`src/rtl/analog_tx_pkg.sv`:
```
// Shared types and helpers for the analog spin transmitter.
//   tx_state_e     : capture FSM states
//   tx_mode_e      : one-shot vs continuous capture
//   vote_cnt_width : width of a per-bit vote counter able to hold 0..max_samples
package analog_tx_pkg;

  typedef enum logic [1:0] {
    IDLE   = 2'd0,
    SETTLE = 2'd1,
    SAMPLE = 2'd2,
    PUSH   = 2'd3
  } tx_state_e;

  typedef enum logic {
    MODE_ONESHOT = 1'b0,
    MODE_CONT    = 1'b1
  } tx_mode_e;

  function automatic int unsigned vote_cnt_width(input int unsigned max_samples);
    return $clog2(max_samples + 1);
  endfunction

endpackage

```
`src/rtl/spin_fifo.sv`:
```
// First-word-fall-through queue with registered head outputs.
//   clk_i, rst_ni : clock, asynchronous active-low reset
//   flush_i       : synchronous clear of all entries (wins over push/pop)
//   push_i/data_i : write request and data; accepted when not full or when
//                   a pop happens in the same cycle
//   full_o        : all DEPTH entries occupied
//   pop_i         : consumer ready; pops only while valid_o is high
//   valid_o/data_o: registered head of queue (data_o is zero while empty)
module spin_fifo #(
  parameter int unsigned WIDTH = 8,
  parameter int unsigned DEPTH = 2
) (
  input  logic             clk_i,
  input  logic             rst_ni,
  input  logic             flush_i,
  input  logic             push_i,
  input  logic [WIDTH-1:0] data_i,
  output logic             full_o,
  input  logic             pop_i,
  output logic             valid_o,
  output logic [WIDTH-1:0] data_o
);

  localparam int unsigned PW = (DEPTH > 1) ? $clog2(DEPTH) : 1;
  localparam int unsigned CW = $clog2(DEPTH + 1);

  logic [WIDTH-1:0] mem [DEPTH];
  logic [PW-1:0]    wr_ptr, rd_ptr, wr_ptr_nxt, rd_ptr_nxt;
  logic [CW-1:0]    count, count_nxt;
  logic             do_push, do_pop;
  logic [WIDTH-1:0] head_nxt;

  function automatic logic [PW-1:0] ptr_inc(input logic [PW-1:0] p);
    return (p == PW'(DEPTH - 1)) ? '0 : p + PW'(1);
  endfunction

  assign full_o = (count == CW'(DEPTH));

  // The head register is loaded with the entry that will be at the head
  // after this edge, so data_o/valid_o come straight from flops.
  always_comb begin
    do_pop     = pop_i & valid_o;
    do_push    = push_i & (~full_o | do_pop);
    rd_ptr_nxt = do_pop  ? ptr_inc(rd_ptr) : rd_ptr;
    wr_ptr_nxt = do_push ? ptr_inc(wr_ptr) : wr_ptr;
    count_nxt  = count + CW'(do_push) - CW'(do_pop);
    if (count_nxt == '0) begin
      head_nxt = '0;
    end else if (do_push && (count == CW'(do_pop))) begin
      // queue was (or becomes) empty before this write: new data is the head
      head_nxt = data_i;
    end else begin
      head_nxt = mem[rd_ptr_nxt];
    end
  end

  always_ff @(posedge clk_i) begin
    if (do_push && !flush_i) begin
      mem[wr_ptr] <= data_i;
    end
  end

  always_ff @(posedge clk_i or negedge rst_ni) begin
    if (!rst_ni) begin
      wr_ptr  <= '0;
      rd_ptr  <= '0;
      count   <= '0;
      valid_o <= 1'b0;
      data_o  <= '0;
    end else if (flush_i) begin
      wr_ptr  <= '0;
      rd_ptr  <= '0;
      count   <= '0;
      valid_o <= 1'b0;
      data_o  <= '0;
    end else begin
      wr_ptr  <= wr_ptr_nxt;
      rd_ptr  <= rd_ptr_nxt;
      count   <= count_nxt;
      valid_o <= (count_nxt != '0);
      data_o  <= head_nxt;
    end
  end

endmodule

```
`src/rtl/analog_tx_vote.sv`:
```
// Analog-to-digital spin transmitter with settle delay and per-bit majority vote.
// After a computation-finished edge (or continuously in mode 1) it waits D
// settle cycles, samples spin_i for N cycles, votes each bit and queues the
// result toward the digital core.
//   clk_i, rst_ni      : clock, asynchronous active-low reset
//   en_i               : block enable; low aborts capture and flushes the queue
//   cfg_we_i           : config write strobe (honoured only while IDLE and enabled)
//   cfg_delay_i        : settle cycles D
//   cfg_samples_i      : vote count N (0 -> 1, above MAX_SAMPLES -> MAX_SAMPLES)
//   cfg_mode_i         : 0 one-shot per finish edge, 1 continuous
//   spin_i             : raw spins from the analog macro
//   cmpt_finish_i      : analog computation-finished level
//   spin_valid_o/spin_ready_i/spin_o : output queue handshake and head data
//   drop_o             : one-cycle pulse, registered, after a PUSH that found the queue full
//   idle_o             : FSM idle and queue empty
module analog_tx_vote
  import analog_tx_pkg::*;
#(
  parameter  int unsigned NUM_SPIN    = 256,
  parameter  int unsigned DELAY_W     = 8,
  parameter  int unsigned MAX_SAMPLES = 5,
  parameter  int unsigned FIFO_DEPTH  = 2,
  localparam int unsigned SW          = vote_cnt_width(MAX_SAMPLES)
) (
  input  logic                clk_i,
  input  logic                rst_ni,
  input  logic                en_i,
  input  logic                cfg_we_i,
  input  logic [DELAY_W-1:0]  cfg_delay_i,
  input  logic [SW-1:0]       cfg_samples_i,
  input  logic                cfg_mode_i,
  input  logic [NUM_SPIN-1:0] spin_i,
  input  logic                cmpt_finish_i,
  output logic                spin_valid_o,
  input  logic                spin_ready_i,
  output logic [NUM_SPIN-1:0] spin_o,
  output logic                drop_o,
  output logic                idle_o
);

  tx_state_e                     state;
  tx_mode_e                      mode_q;
  logic [DELAY_W-1:0]            delay_q;
  logic [SW-1:0]                 n_q;
  logic [SW-1:0]                 n_wr;
  logic                          finish_q;
  logic                          fin_pulse;
  logic [DELAY_W-1:0]            settle_cnt;
  logic [SW-1:0]                 samp_left;
  logic [NUM_SPIN-1:0][SW-1:0]   vote_cnt;
  logic [NUM_SPIN-1:0][SW-1:0]   cnt_inc;
  logic [NUM_SPIN-1:0]           voted;
  logic                          fifo_full;
  logic                          pop_ok;

  assign fin_pulse = cmpt_finish_i & ~finish_q;
  assign pop_ok    = spin_valid_o & spin_ready_i;
  assign idle_o    = (state == IDLE) & ~spin_valid_o;

  always_comb begin
    if (cfg_samples_i == '0) begin
      n_wr = SW'(1);
    end else if (cfg_samples_i > SW'(MAX_SAMPLES)) begin
      n_wr = SW'(MAX_SAMPLES);
    end else begin
      n_wr = cfg_samples_i;
    end
  end

  always_ff @(posedge clk_i or negedge rst_ni) begin
    if (!rst_ni) begin
      delay_q  <= '0;
      n_q      <= SW'(1);
      mode_q   <= MODE_ONESHOT;
      finish_q <= 1'b0;
    end else begin
      if (en_i) begin
        finish_q <= cmpt_finish_i;
      end
      if (cfg_we_i && en_i && (state == IDLE)) begin
        delay_q <= cfg_delay_i;
        n_q     <= n_wr;
        mode_q  <= tx_mode_e'(cfg_mode_i);
      end
    end
  end

  // Saturating per-bit accumulate and vote; 2*cnt > N makes an even tie vote 0.
  always_comb begin
    cnt_inc = vote_cnt;
    voted   = '0;
    for (int unsigned b = 0; b < NUM_SPIN; b++) begin
      if (vote_cnt[b] != SW'(MAX_SAMPLES)) begin
        cnt_inc[b] = vote_cnt[b] + SW'(spin_i[b]);
      end
      voted[b] = ({vote_cnt[b], 1'b0} > {1'b0, n_q});
    end
  end

  always_ff @(posedge clk_i or negedge rst_ni) begin
    if (!rst_ni) begin
      state      <= IDLE;
      settle_cnt <= '0;
      samp_left  <= '0;
      vote_cnt   <= '0;
      drop_o     <= 1'b0;
    end else if (!en_i) begin
      state      <= IDLE;
      settle_cnt <= '0;
      samp_left  <= '0;
      vote_cnt   <= '0;
      drop_o     <= 1'b0;
    end else begin
      drop_o <= 1'b0;
      case (state)
        IDLE: begin
          if ((mode_q == MODE_CONT) || fin_pulse) begin
            if (delay_q == '0) begin
              state     <= SAMPLE;
              samp_left <= n_q - SW'(1);
              vote_cnt  <= '0;
            end else begin
              state      <= SETTLE;
              settle_cnt <= delay_q - DELAY_W'(1);
            end
          end
        end
        SETTLE: begin
          if (settle_cnt == '0) begin
            state     <= SAMPLE;
            samp_left <= n_q - SW'(1);
            vote_cnt  <= '0;
          end else begin
            settle_cnt <= settle_cnt - DELAY_W'(1);
          end
        end
        SAMPLE: begin
          vote_cnt <= cnt_inc;
          if (samp_left == '0) begin
            state <= PUSH;
          end else begin
            samp_left <= samp_left - SW'(1);
          end
        end
        PUSH: begin
          drop_o <= fifo_full & ~pop_ok;
          if (mode_q == MODE_CONT) begin
            if (delay_q == '0) begin
              state     <= SAMPLE;
              samp_left <= n_q - SW'(1);
              vote_cnt  <= '0;
            end else begin
              state      <= SETTLE;
              settle_cnt <= delay_q - DELAY_W'(1);
            end
          end else begin
            state <= IDLE;
          end
        end
        default: state <= IDLE;
      endcase
    end
  end

  spin_fifo #(
    .WIDTH (NUM_SPIN),
    .DEPTH (FIFO_DEPTH)
  ) u_fifo (
    .clk_i   (clk_i),
    .rst_ni  (rst_ni),
    .flush_i (~en_i),
    .push_i  (state == PUSH),
    .data_i  (voted),
    .full_o  (fifo_full),
    .pop_i   (spin_ready_i),
    .valid_o (spin_valid_o),
    .data_o  (spin_o)
  );

endmodule
```
`config.mk`:
```
export PLATFORM = sky130hd
export DESIGN_NAME = analog_tx_vote
export DESIGN_NICKNAME = d
export VERILOG_FILES = /design/src/rtl/analog_tx_pkg.sv /design/src/rtl/spin_fifo.sv /design/src/rtl/analog_tx_vote.sv
export SDC_FILE = /design/constraint.sdc
export NUM_CORES = 2
export LEC_CHECK = 0
export BUFFER_PORTS_ARGS = -buffer_cell sky130_fd_sc_hd__buf_2
export CORE_ASPECT_RATIO = 1.5
export CORE_MARGIN = 2
export CORE_UTILIZATION = 40
export CTS_CLUSTER_SIZE = 30
export DETAILED_ROUTE_END_ITERATION = 7
export SYNTH_ARGS = -nofsm -noshare
export SYNTH_HDL_FRONTEND = slang
export SYNTH_SLANG_ARGS = --single-unit
```
`constraint.sdc`:
```
create_clock -name clk_i -period 39.2 [get_ports clk_i]
set_input_delay 9.8 -clock clk_i [delete_from_list [all_inputs] [get_ports clk_i]]
set_output_delay 9.8 -clock clk_i [all_outputs]
set_load 0.01 [all_outputs]
```
# Yosys cells after proc, flatten, opt, wreduce, memory -nomap -nowiden
# Memory sizes are Yosys's and may differ from the RTL's.
# Cells that the tools add are included.
dict set report word_totals {
  reg_bits 1056
  ramBits 512
  output_inout_bits 259
  word_cells 1896
  memories 1
}
dict set report op_classes {
  add_sub_neg 264
  n_lt_le_gt_ge 257
  n_eq_ne 525
  mux 299
  n_bitwise 10
  reduce_logical 271
}
# memory depth word_bits read_ports rd_clocked_by_memory_dff wr line
set memory_table {}
lappend memory_table {u_fifo.mem 2 256 1 0 1 spin_fifo.sv:27} ;# logic [WIDTH-1:0] mem [DEPTH];
# operator count
set op_table {}
lappend op_table {{768-bit two-way mux} 5}
lappend op_table {{768-bit case mux with 4 select lines} 1}
lappend op_table {{3-bit != test, second input constant} 517}
lappend op_table {{4-bit AND reduction} 258}
lappend op_table {{4-bit by 3-bit > comparator with 1-bit output} 256}
lappend op_table {{3-bit two-way mux} 264}
lappend op_table {{3-bit by 1-bit adder with 3-bit output} 256}
lappend op_table {{256-bit two-way mux} 3}
lappend op_table {{8-bit two-way mux} 5}
lappend op_table {{8-bit case mux with 3 select lines} 1}
lappend op_table {{8-bit zero test} 2}
lappend op_table {{8-bit by 1-bit subtractor with 8-bit output, second input constant} 2}
lappend op_table {{2-bit two-way mux} 7}
lappend op_table {{3-bit case mux with 4 select lines} 1}
lappend op_table {{1-bit two-way mux} 11}
lappend op_table {{2-bit case mux with 4 select lines} 1}
lappend op_table {{2-bit == test, second input constant} 3}
lappend op_table {{3-bit zero test} 2}
lappend op_table {{3-bit by 1-bit subtractor with 3-bit output, second input constant} 2}
lappend op_table {{1-bit AND} 5}
lappend op_table {{1-bit logical AND} 4}
lappend op_table {{2-bit zero test} 2}
lappend op_table {{4-bit by 1-bit != test with 1-bit output, second input constant} 1}
lappend op_table {{1-bit NOT} 4}
lappend op_table {{other kinds (12)} 13}

# Depth between registers and ports, before layout
dict set report depth {
  depth_word 9
  mapped_depth 12
  ltp_nobuf 10
}

# Hierarchy
# From an unflattened synthesis, not the netlist that was laid out.
dict set report unflattened {
  hier_cells 8049
  area_unflattened_um2 83450.0
}
# module instances cells_each area_per_inst_um2 seq_area_each_um2
set by_module_without_submodules {}
lappend by_module_without_submodules {analog_tx_vote 1 6373 55245.5 19895.3}
lappend by_module_without_submodules {spin_fifo 1 1676 28204.6 21906.0}

# Worst setup path after synthesis
# Ideal clock, no wire load.
dict set report synth_timing {
  path_kind {in2reg}
  startpoint {input en_i}
  endpoint {register u_fifo.wr_ptr}
  setup_time_ns 0.196
  arrival_time_ns 36.091
  required_ns 39.004
  path_slack_ns 2.913
  path_stages 3
  path_cell_list {inv_2 nor4_1 o21bai_1}
}
dict set report synth_via {
  elab_chain_len 1
  word_cells_on_any_way 2
  cone_classes {eq/ne: 1; mux: 1}
}
# element line
set synth_rtl {}
lappend synth_rtl {{from (decl)} analog_tx_vote.sv:27} ;# input logic en_i,
lappend synth_rtl {{2-bit by 1-bit != test with 1-bit output (no line) or 1-bit two-way mux (tied branches)} -}
lappend synth_rtl {{to (signal assigned)} spin_fifo.sv:77} ;# wr_ptr <= wr_ptr_nxt;
lappend synth_rtl {{to (decl)} spin_fifo.sv:28} ;# logic [PW-1:0] wr_ptr, rd_ptr, wr_ptr_nxt, rd_ptr_nxt;
# Parallel ways exist; a longest one is shown, timed or not.
# A chain may end at the register's enable or synchronous reset.

# Worst setup path in the final report
dict set report layout_timing {
  startpoint {input en_i}
  endpoint {register vote_cnt[135] (netlist name)}
}
dict set report layout_via {
  elab_chain_len 2
  word_cells_on_any_way 6
  cone_classes {eq/ne: 4; mux: 1; reduce/logical: 1}
}
# element line
set layout_rtl {}
lappend layout_rtl {{3-bit != test (no line) or 3-bit by 2-bit != test with 1-bit output (tied branches)} -}
lappend layout_rtl {{4-bit AND reduction (no line)} -}
lappend layout_rtl {{to (signal assigned)} analog_tx_vote.sv:138} ;# vote_cnt <= cnt_inc;
lappend layout_rtl {{to (decl)} analog_tx_vote.sv:50} ;# logic [NUM_SPIN-1:0][SW-1:0] vote_cnt;
# Parallel ways exist; a longest one is shown, timed or not.

==> run_results.csv <==
group,metric,value,unit
timing,timing.final.crit_share,36.23,%
routing,drt_wl_total,233.9,mm
global_routing,grt_first_pass_wirelength,360.0,mm
finish,final_area,91900,sq um
finish,drive_above_1_share,14.72,%
critical_path,cp_cell_sequence,"buf_2 > o2111ai_1 > o311a_4 > buf_4 > buf_4 > buf_4 > buf_4 > a22oi_1 > o21ai_1",
finish,final-seq-area,41800,sq um
global_routing,met3_usage,6.081,%
critical_path,crit_path_max_fanout,88,
finish,mostFrequentLayoutCells,"1055 x dfrtp_1, 1037 x a21oi_1, 1028 x ha_1, 531 x nand2_1, 531 x buf_2",
routing,firstDrtPassIters,5,
yosys,ys.flop_type,"dfrtp_1",
clock_tree,clkSinkCount,1568,
timing,min_period,14.20,ns
pwr,p_total,0.005665,W
clock_tree,clock_path_buffers,4,
timing,tns,0,ns
timing,tightestPinTransition,1.160,ns
die,die_y,555.8,um
global_routing,grt.met1_usage,27.17,%
yosys,yosysUniqueCellTypes,56,
yosys,yosys_warnings,0,
yosys,ys_seq_elements,1568,
finish,multi_input_area,37660,sq um
yosys,seq_area_frac_synth,51.49,%
finish,fin_nets,8941,
critical_path,critPathMostFrequentCell,"buf_4",
routing,wl_per_cell,22.37,um
status,run_status,"complete, no violations",
global_routing,grt_start_max_net_pins,186,
critical_path,critPathArrivalTime,14.89,ns
critical_path,max_stage_delay,0.87,ns
clock_tree,ctsResizeCount,0,
finish,final_util,45.51,%
timing,fin_skew,0.06890,ns
clock_tree,cts_made_buffers,173,
yosys,ys_async_sr_fraction,67.35,%
clock_tree,insertion_delay,0.85,ns
global_routing,grt-busiest-layer,"met2",
pwr,p_per_area,61.64,nW/um^2
yosys,synth_cells,7240,
yosys,syn_area,81190,sq um
job,max_cap_viol_count,0,
hold_path,hp-class,"reg2reg",
clock_tree,clockRootBuffer,"clkbuf_16",
clock_tree,cts_setup_buffers,0,
placed_design,gp_congestion,0.8090,
yosys,avgSynthCellArea,11.21,sq um
die,row_count,202,
die,ios,533,
placed_design,placed_cell_area,86180,sq um
timing,slew_viol_final,0,
critical_path,slowest_stage,"buf_4",
finish,fillers,18610,
routing,dr_total_vias,60240,
timing,setup_viol,0,
clock_tree,hold_buffers,0,
critical_path,timing_worst_setup_path_type,"in2reg",
routing,drcViolationCount,0,
finish,area_growth,13.19,%
global_routing,grt_pass1_vias,60920,
routing,first_iter_violations,3622,
timing,rsz0062_at_grt,"false",
routing,via_per_inst,5.761,
yosys,syn-num-nets,8542,
critical_path,worstPathRequired,39.89,ns
global_routing,grt_usage,22.28,%
pwr,max-vdd-ir-drop,76.28,uV
timing,timing.slew.headroom,22.70,%
finish,final_common_cell,"dfrtp_1",
timing,timing.fmax,70.42,MHz
yosys,synth_edf_count,512,
critical_path,startpoint_type,"primary input",
die,core_area,201900,sq um
clock_tree,cts_tree,"done",
critical_path,cp-end-kind,"register",
clock_tree,htree_levels,4,
global_routing,grt_use_met2,38.03,%
timing,final_hold_viol_count,0,
die,die_x,371.8,um
die,start_util,40.20,%
die,die-area,206700,sq um
placed_design,port-buffer-count,532,
placed_design,hpwl,144.6,mm
clock_tree,clkTransAtPathRegs,0.06,ns
global_routing,overflow,0,
global_routing,antenna_found_initial,87,
routing,ant_nets,0,
pwr,p_leak,43.66,nW
-- routing by layer --
metal  routed length (um)  up-vias
met5                  495        -
met3                17150      468
met4                 6681       76
met2               114000     1431
li1                     -    28100
met1                95610    30170
-- registers in the layout, indices dropped and copies added (netlist names), 2 cells and up --
name / flops
state: 2
u_fifo.count: 2
vote_cnt: 768
n_q: 3
u_fifo.mem: 512
samp_left: 3
settle_cnt: 8
u_fifo.data_o: 256
delay_q: 8
-- cells by family after synthesis --
logic type	after synthesis	synth area share, %
AOI/OAI and AO/OA	2621	19.07
xor gates and xnor gates	8	0.08631
adders and majority gates	1028	15.84
buffers and inverters	391	2.218
DFF	1568	51.49
muxes	270	3.346
and+or+nand+nor	1354	7.954
-- where the power goes --
group | internal [W] | switching, W | leakage (nW) | total [W]
sequential | 0.00191 | 0.000148 | 19.5 | 0.00206
clock | 0.000959 | 0.000700 | 2.77 | 0.00166
combinational | 0.000581 | 0.00136 | 21.4 | 0.00195
total | 0.00345 | 0.00221 | 43.7 | 0.00566
-- synthesized netlist by cell type (all sizes together), types with 4 or more instances --
library cell  count  area share (%)
a22oi           512             4.7
nor2b           258             2.0
ha             1028              16
buf             159             1.1
mux2             11            0.15
a211oi          257             2.4
nor3              7           0.043
xnor2             7           0.076
inv              11           0.051
a31oi           258             2.0
or3               4           0.031
a21oi          1037             6.4
nand3             6           0.037
o21ai           529             3.3
dfrtp          1055              33
edfxtp          512              19
clkbuf          220             1.0
a22o              5           0.054
or2             257             2.0
nand2b            4           0.031
nor2            271             1.3
mux2i           259             3.2
nand2           532             2.5
-- final timing paths --
check	startpoint	endpoint	slack [ns]	depth (start not counted)
worst min-delay path	vote_cnt[227]$_DFFE_PN0P_	vote_cnt[226]$_DFFE_PN0P_	0.49	1
worst max-delay path	en_i	vote_cnt[135]$_DFFE_PN0P_	25.00	9
min in group asynchronous	rst_ni	vote_cnt[287]$_DFFE_PN0P_	8.97	1
max in group asynchronous	rst_ni	vote_cnt[343]$_DFFE_PN0P_	25.43	6
worst max register to register	state[0]$_DFFE_PN0P_	vote_cnt[135]$_DFFE_PN0P_	32.92	9
worst min register to register	vote_cnt[227]$_DFFE_PN0P_	vote_cnt[226]$_DFFE_PN0P_	0.49	1
-- cell type report --
class / instances / area share, %
Antenna cell: 28 / 0.07624
Clock buffer: 226 / 5.148
Tap cell: 2652 / 3.611
Timing Repair Buffer: 603 / 3.624
Clock inverter: 86 / 1.003
Sequential cell: 1568 / 45.49
Inverter: 12 / 0.07352
Multi-Input combinational cell: 5281 / 40.98
-- per-stage QoR --
step | worst slack, ns | std cells | hold slack [ns]
3_5_place_dp | 24.26 | 10120 | 0.4957
6_report | 25.00 | 10460 | 0.4854
4_1_cts | 25.11 | 10430 | 0.4892
5_1_grt | 24.68 | 10440 | 0.5179
2_1_floorplan | 2.913 | 7240 | 0.4590
3_3_place_gp | 24.36 | 10120 | 0.4835
-- critical path: cells and delay by family --
kind | cells | cell delay [ns]
AO/OA/AOI/OAI | 4 | 1.38
buffers and inverters | 5 | 3.49
No activity file was read; power rests on OpenSTA's default activity.
